[src/rtl/hsync_line_gen.sv]
// hsync_line_gen
//
// Horizontal timing generator for the 640x480 VGA path. Counts pixel-clock
// enables across one line, tracks the horizontal phase (sync, back porch,
// active, front porch) and keeps the frame line counter that drives the
// downstream vertical-sync FSM.
//
// Ports:
//   CLK       in   1   system clock
//   RST       in   1   synchronous active-high reset (priority over CE)
//   CE        in   1   pixel-clock enable; all state advances only when high
//   HSYNC     out  1   0 during the sync pulse, 1 otherwise
//   HQ        out  2   horizontal phase: 0 sync, 1 back porch, 2 active, 3 front porch
//   HCNT      out 10   raw pixel counter, 0..H_TOTAL-1
//   X         out 10   active column (HCNT - (H_SYNC+H_BP)) while active, else 0
//   H_ACTIVE  out  1   high while HQ is the active phase
//   LINE      out 10   line counter, 0..V_TOTAL-1
//   LINE_END  out  1   single-CLK pulse on the cycle after each line wrap
//
// H_TOTAL and V_TOTAL must both be at most 1024 and every phase length
// must be non-zero.

module hsync_line_gen #(
    parameter int unsigned H_SYNC  = 96,
    parameter int unsigned H_BP    = 48,
    parameter int unsigned H_ACT   = 640,
    parameter int unsigned H_FP    = 16,
    parameter int unsigned V_TOTAL = 525
) (
    input  logic       CLK,
    input  logic       RST,
    input  logic       CE,
    output logic       HSYNC,
    output logic [1:0] HQ,
    output logic [9:0] HCNT,
    output logic [9:0] X,
    output logic       H_ACTIVE,
    output logic [9:0] LINE,
    output logic       LINE_END
);

    localparam int unsigned H_TOTAL = H_SYNC + H_BP + H_ACT + H_FP;

    // Pixel-counter values at which each phase begins, and the wrap points.
    localparam logic [9:0] BP_START  = 10'(H_SYNC);
    localparam logic [9:0] ACT_START = 10'(H_SYNC + H_BP);
    localparam logic [9:0] FP_START  = 10'(H_SYNC + H_BP + H_ACT);
    localparam logic [9:0] HCNT_MAX  = 10'(H_TOTAL - 1);
    localparam logic [9:0] LINE_MAX  = 10'(V_TOTAL - 1);

    typedef enum logic [1:0] {
        StSync   = 2'd0,
        StBack   = 2'd1,
        StActive = 2'd2,
        StFront  = 2'd3
    } hstate_e;

    hstate_e    state_q, state_d;
    logic [9:0] hcnt_q, hcnt_d;
    logic [9:0] line_q, line_d;
    logic       line_end_q, line_end_d;
    logic       line_wrap;

    // ------------------------------------------------------------------
    // Pixel and line counters
    // ------------------------------------------------------------------

    // A qualifying edge at the last pixel of the line ends the line.
    assign line_wrap = CE && (hcnt_q == HCNT_MAX);

    always_comb begin
        hcnt_d     = hcnt_q;
        line_d     = line_q;
        line_end_d = line_wrap;
        if (CE) begin
            hcnt_d = (hcnt_q == HCNT_MAX) ? 10'd0 : hcnt_q + 10'd1;
        end
        if (line_wrap) begin
            line_d = (line_q == LINE_MAX) ? 10'd0 : line_q + 10'd1;
        end
    end

    always_ff @(posedge CLK) begin
        if (RST) begin
            hcnt_q     <= 10'd0;
            line_q     <= 10'd0;
            line_end_q <= 1'b0;
        end else begin
            hcnt_q     <= hcnt_d;
            line_q     <= line_d;
            line_end_q <= line_end_d;
        end
    end

    // ------------------------------------------------------------------
    // Horizontal phase FSM
    // ------------------------------------------------------------------

    // State register.
    always_ff @(posedge CLK) begin
        if (RST) begin
            state_q <= StSync;
        end else begin
            state_q <= state_d;
        end
    end

    // Next state. Decisions look at the counter value being loaded on this
    // edge, so the registered phase always agrees with the registered count.
    always_comb begin
        state_d = state_q;
        if (CE) begin
            case (state_q)
                StSync: begin
                    if (hcnt_d == BP_START) state_d = StBack;
                end
                StBack: begin
                    if (hcnt_d == ACT_START) state_d = StActive;
                end
                StActive: begin
                    if (hcnt_d == FP_START) state_d = StFront;
                end
                StFront: begin
                    if (hcnt_d == 10'd0) state_d = StSync;
                end
                default: state_d = StSync;
            endcase
        end
    end

    // Outputs: pure decodes of registered state, glitch-free w.r.t. inputs.
    always_comb begin
        HQ       = state_q;
        HSYNC    = (state_q != StSync);
        H_ACTIVE = (state_q == StActive);
        X        = (state_q == StActive) ? (hcnt_q - ACT_START) : 10'd0;
    end

    assign HCNT     = hcnt_q;
    assign LINE     = line_q;
    assign LINE_END = line_end_q;

endmodule

[config.mk]
export PLATFORM = sky130hd
export DESIGN_NAME = hsync_line_gen
export DESIGN_NICKNAME = d
export VERILOG_FILES = /design/src/rtl/hsync_line_gen.sv
export SDC_FILE = /design/constraint.sdc
export NUM_CORES = 1
export LEC_CHECK = 0
export CAP_MARGIN = 5
export CORE_AREA = 2 2 75 55
export DETAILED_ROUTE_END_ITERATION = 6
export DIE_AREA = 0 0 77 57
export GPL_TIMING_DRIVEN = 0
export HOLD_SLACK_MARGIN = 0.02
export PLACE_DENSITY = 0.74
export SYNTH_ARGS = -nofsm -noshare
export SYNTH_HDL_FRONTEND = slang
export SYNTH_SLANG_ARGS = --single-unit
[constraint.sdc]
create_clock -name CLK -period 2.2 [get_ports CLK]
set_clock_uncertainty 0.15 [all_clocks]
set_input_delay 0.66 -clock CLK [delete_from_list [all_inputs] [get_ports CLK]]
set_output_delay 0.66 -clock CLK [all_outputs]
set_load 0.05 [all_outputs]
==> results by group, run 1 <==
Power and ir drop
  – Pwr dens: 306 nW/µm²
  – Worst vdd ir: 0.286 mV
  – Pleak: between 1 and 1.5 nW

Placed design
  – GP Congestion: roughly 0.87
  – Post-DP HPWL: 3040 µm
  – Number of buffers added on ports: 37
  – Pre-CTS setup slack: -0.942 ns

Die
  – Die area: 4390 µm²
  – Initial Util: 42.4%
  – Die Ht: about 57 µm
  – Row cnt: 19
  – Core Area: 3760 µm²
  – IO Pins: 38
  – Die width: around 77 µm

Global routing
  – Vias in the first global route: 1597
  – First-pass GRT wire length: 7890 µm
  – Initial antenna violation count: 0
  – Total grt overflow: 0
  – Largest net degree at the start of global routing: 14
  – Gr usage total: 23.1%

Drt
  – DR vias: 1646
  – DR vias/cell: approximately 5.3
  – First-iteration detailed-routing DRC count: 107
  – Total length of routed wires: 4900 µm
  – WL per Instance: 15.8 µm
  – Iteration count of the initial detailed-routing pass: 4
  – Number of nets still failing antenna checks after routing: 0
  – # DRC: 0

Synth
  – Post-synth ARST share: 0%
  – Largest family of logic cells by synthesized area: simple AND/OR/NAND/NOR gates
  – Post-synthesis instance total: 191
  – Avg Cell Area, Syn: ~8.3 µm²
  – Most common cell in the netlist: nor2_1
  – Post-synthesis register bit count: 23
  – Largest cells by area after synthesis: dfxtp_1 (29%), ha_1 (7.9%), nor2_1 (5.7%)
  – Mapped Area: 1590 µm²
  – Top-area cell type share of the netlist area: 28.9%
  – Top_reg_cell synth: dfxtp_1
  – Post-Synth Adder-Cell Area: 7.86%
  – Synth Area in Compound Gates: between 10% and 20%
  – Synth top cells by count: nor2_1 (24), dfxtp_1 (23), nor3_1 (11)
  – Yosys warning count: 0
  – Syn_nets: 204
  – Sequential share of the synthesized area: 28.9%
  – Post-synth top area cell: dfxtp_1
  – Post-synth EDFFs: 0
  – Unique masters post-synth: 47
  – XOR/XNOR share of the synthesized area: 10.9%
  – Simple-gate share of the synthesized area: 30.2%
  – Mux share of post-synthesis cell area: under 10%

Worst setup path
  – Largest stage delay, worst path: 0.38 ns
  – Crit-path cells: buf_6 -> or3_4 -> and2_4 -> or3_4 -> a21oi_4 -> buf_6
  – Setup crit start kind: flop
  – CP Buf/Inv Count: 2
  – Max FO, Critical Path: 3
  – Largest delay share family, worst path: simple AND/OR/NAND/NOR gates
  – Worst Path Arrival: 1.94 ns
  – Flop-to-flop setup slack: -0.05 ns
  – CP Class: reg -> out
  – CP Capture Type: primary output
  – Max stage delay cell, worst path: or3_4
  – CP required: about 1.4 ns

Final layout
  – Seq. cell area: 492 µm²
  – Layout area overhead: 57.7%
  – Layout cells sized above 1: 41.1%
  – Area of the multi-input gates: roughly 1200 µm²
  – Ant. Diodes: 0
  – Nets@finish: approximately 270
  – Filler instances: 337

Worst hold path
  – HP Class: reg -> reg

Clock tree
  – CTS tree: yes
  – Clock buffer count from CTS: 3
  – Clock root cell: clkbuf_8
  – Clk_lat worst skew: 0.28 ns
  – Max clock buf depth: 2
  – Clk slew on worst S/H paths: 0.08 ns
  – Hold_buf cts: 0
  – H-tree depth: 1
  – # clock sinks: 23

STA
  – Fin crit period: 2.75 ns
  – Worst hold slack: 0.385 ns
  – Final Max Tran Viols: 0
  – Final setup vio count: 9
  – Setup ws final: -0.545 ns
  – Slew margin rel.: 66.0%
  – Worst-Margin Slew: 0.510 ns
  – Max frequency: 0.364 GHz
  – Final hold vios: 0
  – Tcrit/Tclk final: 125%
  – Unrepaired setup endpoints after global routing: true

Status
  – Status: finished, violations left
  – Failing checks: setup timing

Flow run
  – Max Cap Viol: 0
worst register-to-register path, stage by stage, from the launching register on:
cell,delay [ns]
dfxtp_4,0.36
buf_4,0.12
ha_2,0.22
nand3_2,0.12
nor2_2,0.17
xnor2_2,0.15
nand4_1,0.18
o31ai_2,0.29
o2111ai_2,0.20
mux2i_1,0.21
cells in the final DEF, fill, tap and decap left out, types with 3 or more instances in the layout:
| cell type | n |
|---|---|
| xor2_1 | 8 |
| dfxtp_4 | 7 |
| nand3_1 | 7 |
| nor3_1 | 9 |
| nand2b_1 | 4 |
| nor2_2 | 4 |
| buf_6 | 13 |
| buf_2 | 5 |
| and2_1 | 5 |
| nor2_1 | 16 |
| ha_4 | 3 |
| nor2_4 | 4 |
| dfxtp_1 | 12 |
| o21ai_1 | 3 |
| dlygate4sd2_1 | 23 |
| clkbuf_8 | 3 |
| dfxtp_2 | 4 |
| nand2_1 | 10 |
| and3_1 | 4 |
| a21oi_1 | 3 |
| xnor2_1 | 8 |
| ha_1 | 6 |
| nand4_1 | 7 |
| buf_4 | 25 |
| inv_1 | 5 |
| xnor2_2 | 3 |
| a211oi_2 | 3 |
logic make-up after synthesis:
logic type      Yosys count
simple gates             88
xor+xnor                 19
buf+inv                  20
mux                       3
compound gates           28
flops                    23
fa+ha+maj                10
report_power, final:
part / internal [mW] / leakage [nW] / total [mW] / switching [mW]
clock: 0.127 / 0.0255 / 0.278 / 0.150
combinational: 0.0337 / 0.889 / 0.0741 / 0.0404
sequential: 0.412 / 0.193 / 0.417 / 0.00554
metrics by stage:
stage | area (µm²) | power, mW | util (%) | cells | TNS, ns
after global routing | 2510 | 0.792 | 66.8 | 310 | -1.75
after detailed placement | 2160 | 0.487 | 57.4 | 280 | -15.21
final | 2510 | 0.769 | 66.8 | 310 | -1.25
after floorplan | 1720 | 0.467 | - | 191 | -0.869
after CTS | 2420 | 0.767 | 64.5 | 302 | -1.19
after global placement | 2160 | 0.486 | 57.4 | 280 | -14.63
sequential cells by signal, indices dropped and copies added, names as in the netlist:
register,flops
HQ,2
HCNT,10
LINE,10
LINE_END,1
area by class of cell:
type	count	share of cell area [%]
plain buffers	10	4.14
clock buffers	3	1.65
clock inverters	1	0.199
inverters	9	1.99
multi-input cells	148	48.1
flip-flops and latches	23	19.6
well taps	52	2.59
repair buffers	64	21.8
worst paths after layout:
check,endpoint,cells after the start,from
worst max register to register,HQ[1],9,HCNT[4]
worst max-delay path,X[9],6,HCNT[6]
worst min register to register,LINE[1],2,LINE[1]
worst min-delay path,LINE[1],2,LINE[1]
what timing repair did:
action / in CTS / in global routing
gates resized for setup: 123 / 25
pin swaps: 25 / 17
endpoints found under the setup margin: 53 / 18
setup buffers: 19 / 8
per-layer routing:
metal / share of wire [%] / track usage [%]
met5: 0 / 0
met4: 1.3 / 8.16
met3: 6.3 / 4.43
met2: 49 / 39.6
met1: 43 / 29.7
Power figures use the tool's default switching activity.
==> run 2, diff against run 1 <==
--- a/config.mk
+++ b/config.mk
@@ -11,7 +11,7 @@
 export DIE_AREA = 0 0 77 57
 export GPL_TIMING_DRIVEN = 0
 export HOLD_SLACK_MARGIN = 0.02
-export PLACE_DENSITY = 0.74
+export PLACE_DENSITY_LB_ADDON = 0.12
 export SYNTH_ARGS = -nofsm -noshare
 export SYNTH_HDL_FRONTEND = slang
 export SYNTH_SLANG_ARGS = --single-unit
==> results by group, run 2 (synthesis gave the netlist of run 1 again) <==
Worst hold path
  – Worst hold start: LINE[1]
  – Worst Hold Endpoint: LINE[1]
  – HP Class: reg -> reg
  – Hold path cells: 2

Clock tree
  – CTS tree: yes
  – Clock root cell: clkbuf_8
  – Clock buffer count from CTS: 3
  – Clk_lat worst skew: between 0.2 and 0.3 ns
  – Clk slew on worst S/H paths: 0.08 ns
  – # clock sinks: 23
  – H-tree depth: 1
  – Max clock buf depth: 2

Drt
  – DR vias: 1697
  – Iteration count of the initial detailed-routing pass: 4
  – Number of nets still failing antenna checks after routing: 0
  – WL per Instance: 15.8 µm
  – Total length of routed wires: 5000 µm
  – First-iteration detailed-routing DRC count: 98
  – DR vias/cell: between 5 and 6
  – # DRC: 0

STA
  – Final total negative setup slack: -1.73 ns
  – Worst-Margin Slew: 0.539 ns
  – Final setup vio count: 6
  – Setup ws final: -0.563 ns
  – Unrepaired setup endpoints after global routing: true
  – Tcrit/Tclk final: 126%
  – Fin crit period: 2.76 ns
  – Final hold vios: 0
  – Worst hold slack: about 0.38 ns
  – Final Max Tran Viols: 0
  – Max frequency: 0.362 GHz
  – Slew margin rel.: 64.0%

Global routing
  – Total grt overflow: 0
  – Largest net degree at the start of global routing: 13
  – Gr usage total: 21.3%
  – Vias in the first global route: 1500
  – First-pass GRT wire length: about 7600 µm
  – Initial antenna violation count: 0

Placed design
  – Number of buffers added on ports: 37
  – GP Congestion: 0.848
  – Post-DP HPWL: 3020 µm
  – Pre-CTS setup slack: -0.910 ns
  – Placed Area: between 2000 and 2500 µm²
  – Placed Instances: 280

Worst setup path
  – FF-to-FF Start: HCNT[8]
  – CP required: 1.39 ns
  – CP Capture Type: primary output
  – Worst Path Arrival: roughly 2.0 ns
  – CP Buf/Inv Count: 2
  – Largest stage delay, worst path: about 0.37 ns
  – Crit-path cells: buf_8 -> or3_4 -> and2_4 -> or3_4 -> a21oi_4 -> buf_6
  – CP Class: reg -> out
  – Max stage delay cell, worst path: dfxtp_4
  – Max FO, Critical Path: 10
  – Cell mode on critical path: or3_4
  – Reg-to-Reg End: HQ[1]
  – Flop-to-flop setup slack: -0.21 ns
  – Setup crit start kind: flop
  – Largest delay share family, worst path: simple AND/OR/NAND/NOR gates
  – R2R depth: 8

Final layout
  – Seq. cell area: 492 µm²
  – Finished Core Util: 71.4%
  – Final Non-Filler Cells: ~320
  – Filler instances: 305
  – Commonest non-fill, non-tap cell in the layout: buf_4
  – Layout area overhead: 68.5%
  – Layout cells sized above 1: between 40% and 50%
  – Most frequent cells in the layout: buf_4 (30), dlygate4sd2_1 (21), nor2_1 (17), buf_6 (13), dfxtp_1 (12)
  – Ant. Diodes: 0
  – Design Area, Final: 2680 µm²
  – Nets@finish: between 200 and 300
  – Area of the multi-input gates: around 1300 µm²

Status
  – Failing checks: setup timing
  – Status: finished, violations left

Power and ir drop
  – Pleak: 1.20 nW
  – Pwr dens: around 280 nW/µm²
  – Final Power: between 700 and 800 µW
  – Worst vdd ir: 0.331 mV

Die
  – Die Ht: around 57 µm
  – Initial Util: between 40% and 50%
  – Die area: 4390 µm²
  – Die width: 77 µm
  – IO Pins: 38
  – Row cnt: 19
  – Core Area: 3760 µm²

Flow run
  – Max Cap Viol: 0
-- run 2: timing repair --
item	4_1_cts	5_1_grt
pin swaps	16	20
gates resized for setup	117	51
setup endpoints to repair	52	22
hold buffers	0	0
buffers inserted	21	13
-- run 2: routing by layer --
| metal | track usage [%] | share of wire (%) |
|---|---|---|
| met1 | 33.1 | 48 |
| met2 | 31.8 | 45 |
| met3 | 3.96 | 6.1 |
| met4 | 2.30 | 0.80 |
| met5 | 0 | 0 |
-- run 2: cell type report --
| class | instances | area share [%] |
|---|---|---|
| multi-input combinational | 148 | 49.0 |
| timing repair buffer | 70 | 23.2 |
| sequential | 23 | 18.3 |
| buffer | 10 | 3.73 |
| tap | 52 | 2.43 |
| clock buffer | 4 | 1.68 |
| inverter | 9 | 1.68 |
-- run 2: worst min-delay path: stages, from the launching register on --
cell and delay [ns]:
dfxtp_1 0.36, nand2_1 0.07, a21oi_1 0.06
-- run 2: power by group --
part / internal [mW] / switching, mW
clock: 0.130 / 0.140
sequential: 0.412 / 0.00412
combinational: 0.0340 / 0.0443
-- run 2: how the worst max path moves through the flow --
stage | endpoint | from | cells past startpoint | slack (ns)
5_1_grt | X[9] | HCNT[5] | 6 | -0.61
6_report | X[9] | HCNT[5] | 6 | -0.56
3_3_place_gp | X[9] | HCNT[6] | 6 | -0.90
4_1_cts | X[9] | HCNT[6] | 6 | -0.55
3_5_place_dp | X[9] | HCNT[6] | 6 | -0.91
2_1_floorplan | X[9] | HCNT[6] | 5 | -0.37
